$ cat src/rtl/quad_collector.sv
// Collects four sample words framed by a start-of-group marker into one packed
// quad and queues completed quads in a small FIFO; counts quads lost to overflow.
module quad_collector #(
  parameter int WIDTH = 8,
  parameter int DEPTH = 4
) (
  input  logic                       clk,
  input  logic                       reset,
  input  logic [WIDTH-1:0]           in_data,
  input  logic                       in_valid,
  input  logic                       in_sof,
  output logic [4*WIDTH-1:0]         out_quad,
  output logic                       out_valid,
  input  logic                       out_ready,
  output logic                       frame_err,
  output logic                       overflow,
  output logic [7:0]                 drop_cnt,
  output logic [$clog2(DEPTH):0]     level
);

  localparam int AW = $clog2(DEPTH);
  localparam int LW = AW + 1;

  typedef enum logic [1:0] {IDLE, GOT1, GOT2, GOT3} state_t;

  state_t             state, state_next;
  logic [WIDTH-1:0]   w0, w1, w2;
  logic               store_w0, store_w1, store_w2;
  logic               push_req, frame_err_next;

  logic [4*WIDTH-1:0] mem [DEPTH];
  logic [AW-1:0]      wr_ptr, rd_ptr;
  logic [LW-1:0]      level_next;
  logic               full, pop, push_ok, overflow_next;

  // Collector FSM: state register
  always_ff @(posedge clk or negedge reset) begin
    if (!reset) state <= IDLE;
    else        state <= state_next;
  end

  // Collector FSM: next state. A word with in_sof always restarts a group.
  always_comb begin
    state_next = state;
    if (in_valid) begin
      if (in_sof) begin
        state_next = GOT1;
      end else begin
        unique case (state)
          IDLE: state_next = IDLE;
          GOT1: state_next = GOT2;
          GOT2: state_next = GOT3;
          GOT3: state_next = IDLE;
        endcase
      end
    end
  end

  // Collector FSM: decoded actions for the current word
  always_comb begin
    // NOTE: every always_comb output gets a default first so no path infers a latch.
    store_w0       = 1'b0;
    store_w1       = 1'b0;
    store_w2       = 1'b0;
    push_req       = 1'b0;
    frame_err_next = 1'b0;
    if (in_valid) begin
      if (in_sof) begin
        store_w0       = 1'b1;
        frame_err_next = (state != IDLE);
      end else begin
        store_w1       = (state == GOT1);
        store_w2       = (state == GOT2);
        push_req       = (state == GOT3);
        frame_err_next = (state == IDLE);
      end
    end
  end

  // NOTE: sequential state is written with <= so every register samples pre-edge values.
  always_ff @(posedge clk or negedge reset) begin
    if (!reset) begin
      w0 <= '0;
      w1 <= '0;
      w2 <= '0;
    end else begin
      if (store_w0) w0 <= in_data;
      if (store_w1) w1 <= in_data;
      if (store_w2) w2 <= in_data;
    end
  end

  // w3 is never stored: the final word goes straight into the FIFO with w0..w2.
  assign full          = (level == LW'(DEPTH));
  assign pop           = out_valid && out_ready;
  assign push_ok       = push_req && (!full || pop);
  assign overflow_next = push_req && full && !pop;

  always_comb begin
    level_next = level;
    unique case ({push_ok, pop})
      2'b10:   level_next = level + LW'(1);
      2'b01:   level_next = level - LW'(1);
      default: level_next = level;
    endcase
  end

  // NOTE: the storage array has no reset; emptiness is tracked by level, and
  // out_quad is forced to zero while empty so stale contents never show.
  always_ff @(posedge clk) begin
    if (push_ok) mem[wr_ptr] <= {in_data, w2, w1, w0};
  end

  always_ff @(posedge clk or negedge reset) begin
    if (!reset) begin
      wr_ptr    <= '0;
      rd_ptr    <= '0;
      level     <= '0;
      frame_err <= 1'b0;
      overflow  <= 1'b0;
      drop_cnt  <= '0;
    end else begin
      // Pointers are exactly AW bits wide, so DEPTH being a power of two makes them wrap.
      if (push_ok) wr_ptr <= wr_ptr + AW'(1);
      if (pop)     rd_ptr <= rd_ptr + AW'(1);
      level     <= level_next;
      frame_err <= frame_err_next;
      overflow  <= overflow_next;
      if (overflow_next && drop_cnt != 8'hFF) drop_cnt <= drop_cnt + 8'd1;
    end
  end

  assign out_valid = (level != '0);
  assign out_quad  = out_valid ? mem[rd_ptr] : '0;

endmodule

$ cat config.mk
export PLATFORM = sky130hd
export DESIGN_NAME = quad_collector
export DESIGN_NICKNAME = d
export VERILOG_FILES = /design/src/rtl/quad_collector.sv
export SDC_FILE = /design/constraint.sdc
export NUM_CORES = 1
export LEC_CHECK = 0
export CAP_MARGIN = 20
export CELL_PAD_IN_SITES_DETAIL_PLACEMENT = 0
export CELL_PAD_IN_SITES_GLOBAL_PLACEMENT = 1
export CORE_MARGIN = 5
export CORE_UTILIZATION = 30
export CTS_CLUSTER_SIZE = 20
export DETAILED_ROUTE_END_ITERATION = 6
export PLACE_DENSITY_LB_ADDON = 0.1
export SETUP_SLACK_MARGIN = 0.2
export SYNTH_ARGS = -nofsm -noshare
export SYNTH_HDL_FRONTEND = slang
export SYNTH_SLANG_ARGS = --single-unit
$ cat constraint.sdc
create_clock -name clk -period 7.1 [get_ports clk]
set_input_delay 1.42 -clock clk [delete_from_list [all_inputs] [get_ports clk]]
set_output_delay 1.42 -clock clk [all_outputs]
set_load 0.005 [all_outputs]
==> results of run 1 <==
-- sequential cells by signal, indices dropped and copies added, names as in the netlist --
name / flops
drop_cnt: 8
mem: 128
state: 2
w0: 8
w1: 8
wr_ptr: 2
frame_err: 1
w2: 8
overflow: 1
rd_ptr: 2
level: 3
-- routing by layer --
layer	vias to the layer above	track usage, %	wire length (um)
met2	62	19.1	7030
met4	0	2.99	123
met5	-	0	0
li1	1518	-	-
met1	1719	15.0	6570
met3	9	3.46	468
-- kinds of logic after synthesis --
| logic type | Yosys count | share of synthesized area (%) |
|---|---|---|
| xor+xnor | 13 | 1.67 |
| buf+inv | 23 | 1.52 |
| fa+ha+maj | 11 | 2.12 |
| compound gates | 13 | 1.43 |
| flops | 171 | 72.0 |
| mux | 57 | 14.7 |
| simple gates | 71 | 6.63 |
-- layout make-up --
class | instances | area share (%)
clock inverter | 11 | 1.74
inverter | 8 | 0.360
multi-input combinational | 165 | 21.7
clock buffer | 21 | 5.28
tap | 285 | 4.28
timing repair buffer | 66 | 7.62
sequential | 171 | 59.0
-- cells in the mapped netlist, drive strengths merged, types with 3 or more instances --
cell type / n
edfxtp: 128
dfrtp: 43
and2: 38
mux4: 32
mux2: 25
ha: 10
clkbuf: 8
inv: 8
nand2: 8
nand3: 8
buf: 7
xor2: 7
xnor2: 6
nor2: 4
nor3: 4
o21ai: 4
a21oi: 3
o211ai: 3
-- layout by cell type, fill, tap and decap left out, types with 4 or more instances in the layout --
cell,instances
and2_1,38
buf_4,8
clkbuf_1,4
clkbuf_16,17
clkdlybuf4s50_1,57
dfrtp_1,42
edfxtp_1,128
ha_1,10
inv_1,8
mux2_2,24
mux4_2,32
nand2_1,8
nand3_1,8
nor2_1,4
nor3_2,4
o21ai_0,4
xnor2_1,6
xor2_1,7
-- where the power goes --
group	internal, uW	switching, uW	leakage (uW)	total [uW]
sequential	1210	110	0.00169	1320
clock	553	370	0.000277	923
combinational	529	331	0.000945	859
-- critical path: stages, from the launching register on --
cell and delay (ns):
dfrtp_2 0.53, buf_4 0.56, mux4_2 0.61, and2_1 0.18
clkdlybuf4s50_1 0.44
-- metrics by stage --
stage	hold WS [ns]	cells	power [uW]	worst slack, ns	area (um2)
6_report	0.508	727	3100	2.94	8340
5_1_grt	0.532	727	3280	2.72	8340
4_1_cts	0.508	727	3170	2.81	8340
3_5_place_dp	0.490	695	2240	3.27	7750
3_3_place_gp	0.490	695	2230	3.27	7750
2_1_floorplan	0.471	359	1800	3.90	6840
-- worst min path at each step --
| stage | slack [ns] | endpoint | start |
|---|---|---|---|
| after CTS | 0.51 | drop_cnt[7] | drop_cnt[7] |
| after global placement | 0.49 | mem[3][7] | w0[7] |
| after detailed placement | 0.49 | drop_cnt[7] | drop_cnt[7] |
| final | 0.51 | drop_cnt[7] | drop_cnt[7] |
| after global routing | 0.53 | drop_cnt[7] | drop_cnt[7] |
| after floorplan | 0.47 | mem[0][0] | w0[0] |
==> flow_summary.yaml, run 1 <==
clock_network:
  cts.path.max_buffers: 2
  cts_buffers: 17
  post_cts_buffers: 0
  post_cts_resized: 0
  cts.sink_count: 171
  hold_buffers: 0
  cts_tree: "built"
  cts_root_buffer: "clkbuf_16"
  insertion_delay_ns: 0.42
  cts_htree_levels: 4
  clkTransAtPathRegs_ns: 0.06
pwr:
  p_leak_uw: 0.00291
  ir_worst_vdd_mv: 0.158
  cellPowerDensity_mw_per_mm2: 372
worst_setup_path:
  critPathKind: "flop to primary output"
  crit_path_end_kind: "primary output"
  worstPathArrival_ns: 2.74
  cp-start-kind: "flop"
  endpoint: "out_quad[14]"
  critPathMaxFanout: 26
  r2r-end: "level[2]"
  required_ns: 5.68
  critPathLaunch: "rd_ptr[0]"
  reg2reg_depth: 5
  rrSetupSlack_ns: 4.85
  r2r-start: "level[1]"
timing:
  final.period_utilization_pct: 58.6
  slew_violations: 0
  fmax_mhz: 240
  fin_setup_tns_ns: 0
  slew_headroom_pct: 56.2
  tightest_slew_ns: 0.657
  finalSetupViolCount: 0
  rsz0062_at_grt: "false"
  min_period_ns: 4.16
  timing.final.hold_violations: 0
  fin_skew_ns: 0.0124
final_layout:
  drive_above_1_share_pct: 22.9
  final_util_pct: 37.0
  fillers: 2151
  nets: 453
  seqCellArea_mm2: 0.00492
  multiInputGateArea_mm2: 0.00181
  antenna-diode-count: 0
  syn_to_final_growth_pct: 22.0
synth:
  synth_cells: 359
  async_flop_share_pct: 25.1
  ys.flop_type: "edfxtp_1"
  ys_ff_latch: 171
  syn_area_mm2: 0.00684
  synth_area_leader_cell: "edfxtp_1"
  syn_nets: 383
  synth_edf_count: 128
  synth_top_area_share_pct: 56.2
  yosysUniqueCellTypes: 34
  yosysWarnings: 0
  synth.avg_cell_area_um2: 19.0
  synth_area_leaders: "edfxtp_1, dfrtp_1, mux4_2, mux2_2, and2_1"
  seq_area_frac_synth_pct: 72.0
place:
  portBuffers: 58
  hpwl_um: 8190
  gp_congestion: 0.663
global_routing:
  grt_max_degree: 44
  antenna_found_initial: 0
  grt_pass1_wl_um: 22400
  grt_usage_pct: 11.6
  grt_pass1_vias: 3690
  grt_overflow_total: 0
routing:
  first_pass_iters: 5
  drc: 0
  ant_nets: 0
  drtIter0Drc: 188
  viasPerCell: 4.55
  wire_per_inst_um: 19.5
  vias: 3308
  drt-total-wl_um: 14200
floorplan:
  die_h_um: 161
  start_util_pct: 30.3
  die_area_mm2: 0.0259
  io-pin-count: 59
  fp-row-count: 55
  die_x_um: 161
  core_mm2: 0.0226
worst_hold_path:
  min_path_type: "flop to flop"
  hold-path-cell-count: 1
run_status:
  status: "finished clean"
flow_run:
  cap_violations: 0
Note: power is estimated with default switching activity, not from simulation.
==> run 2: changes to the inputs <==
- clock period: 7.1 -> 4 ns (I/O delays scaled with it)
==> run 2 against run 1 <==
Against the previous run: global-route usage is 0.25 points lower; critical path depth stayed put; highest routed layer unchanged; total power is 82% higher; critical endpoint is now out_quad[2]; clock-buffer cell count stayed put; flip-flop and latch count stayed put; final cell count is 0.69% higher; largest cell class unchanged; sequential share of layout area is 0.58 points lower; combinational power is 84% higher.
==> flow_summary.yaml, run 2 (synthesized netlist as in run 1, its figures left out) <==
worst_setup_path:
  reg2reg_depth: 6
  crit_path_end_kind: "primary output"
  worst-path-buf-inv: 2
  critPathMaxFanout: 14
  critPathKind: "flop to primary output"
  r2r-end: "level[2]"
  critPathLaunch: "rd_ptr[0]"
  required_ns: 3.20
  worstPathArrival_ns: 2.52
  endpoint: "out_quad[2]"
  r2r-start: "level[1]"
  cpMaxStageDelayCell: "dfrtp_2"
  cp_top_family: "buffers and inverters"
  cp-start-kind: "flop"
  crit_chain: "buf_4, mux4_2, and2_1, clkdlybuf4s50_1"
  critical_path.max_stage_delay_ns: 0.67
  path_depth: 4
  rrSetupSlack_ns: 1.52
floorplan:
  fp-row-count: 55
  start_util_pct: 30.3
  core_mm2: 0.0226
  io-pin-count: 59
  die_x_um: 161
  die_area_mm2: 0.0259
  die_h_um: 161
global_routing:
  use_met1_pct: 14.7
  met3_usage_pct: 3.16
  grt_usage_pct: 11.3
  grt_pass1_vias: 3756
  busiest_layer: "met2"
  grt_max_degree: 33
  grt_overflow_total: 0
  grt_pass1_wl_um: 22100
  grtUsageMet2_pct: 18.8
  antenna_found_initial: 0
timing:
  final.period_utilization_pct: 83.0
  fmax_mhz: 301
  slew_violations: 0
  fin_skew_ns: 0.0105
  min_period_ns: 3.32
  fin_setup_tns_ns: 0
  tightest_slew_ns: 0.800
  timing.final.hold_violations: 0
  finalSetupViolCount: 0
  slew_headroom_pct: 46.7
  rsz0062_at_grt: "false"
routing:
  first_pass_iters: 4
  drtIter0Drc: 154
  vias: 3365
  ant_nets: 0
  drc: 0
  wire_per_inst_um: 19.0
  viasPerCell: 4.60
  drt-total-wl_um: 13900
clock_network:
  hold_buffers: 0
  cts.sink_count: 171
  cts_root_buffer: "clkbuf_16"
  cts.path.max_buffers: 2
  post_cts_buffers: 0
  clkTransAtPathRegs_ns: 0.06
  post_cts_resized: 0
  cts_tree: "built"
  cts_htree_levels: 4
  cts_buffers: 17
  insertion_delay_ns: 0.42
final_layout:
  antenna-diode-count: 0
  largest_reg_flops: 128
  final_common_cell: "edfxtp_1"
  fillers: 2092
  drive_above_1_share_pct: 23.7
  final_cell_mix: "edfxtp_1, clkdlybuf4s50_1, dfrtp_1, and2_1, mux4_2"
  regMostFlops: "mem"
  instances_no_fill: 732
  syn_to_final_growth_pct: 23.2
  nets: 458
pwr:
  p_leak_uw: 0.00296
  ir_worst_vdd_mv: 0.299
  cellPowerDensity_mw_per_mm2: 670
place:
  portBuffers: 58
  gp_congestion: 0.672
  hpwl_um: 8600
  placedCellCount: 700
run_status:
  status: "finished clean"
flow_run:
  cap_violations: 0
worst_hold_path:
  min_path_type: "input pin to async pin"
==> run 2: layout make-up <==
class	instances	area, um2	area share (%)
clock buffers	21	450	5.35
well taps	285	357	4.23
multi-input cells	165	1810	21.5
clock inverters	11	168	1.99
repair buffers	71	686	8.14
flip-flops and latches	171	4920	58.4
inverters	8	30.0	0.357
==> run 2: how the worst min path moves through the flow <==
stage	from	endpoint	slack, ns	depth (start not counted)
global route	drop_cnt[7]	drop_cnt[7]	0.52	1
CTS	reset	drop_cnt[1]	0.50	1
floorplan	w0[0]	mem[0][0]	0.47	0
detailed placement	drop_cnt[7]	drop_cnt[7]	0.49	1
finish	reset	drop_cnt[1]	0.47	1
global placement	w0[7]	mem[3][7]	0.49	0
==> run 2: where the power goes <==
group          switching, uW  internal, uW
combinational            601           981
sequential               194          2150
clock                    655          1060
total                   1450          4190
==> run 2: through the flow <==
stage	power [uW]	area (um2)	hold slack, ns	setup WS (ns)	utilization (%)
3_5_place_dp	4020	7800	0.486	0.947	34.6
6_report	5640	8420	0.466	0.681	37.3
2_1_floorplan	3190	6840	0.471	1.42	-
5_1_grt	5960	8420	0.524	0.516	37.3
4_1_cts	5750	8420	0.500	0.598	37.3
3_3_place_gp	4010	7800	0.487	0.998	34.6
==> run 2: metal layers <==
| metal | vias to the layer above | wire (um) |
|---|---|---|
| li1 | 1521 | - |
| met5 | - | 0 |
| met2 | 56 | 6850 |
| met3 | 14 | 476 |
| met1 | 1774 | 6420 |
| met4 | 0 | 151 |
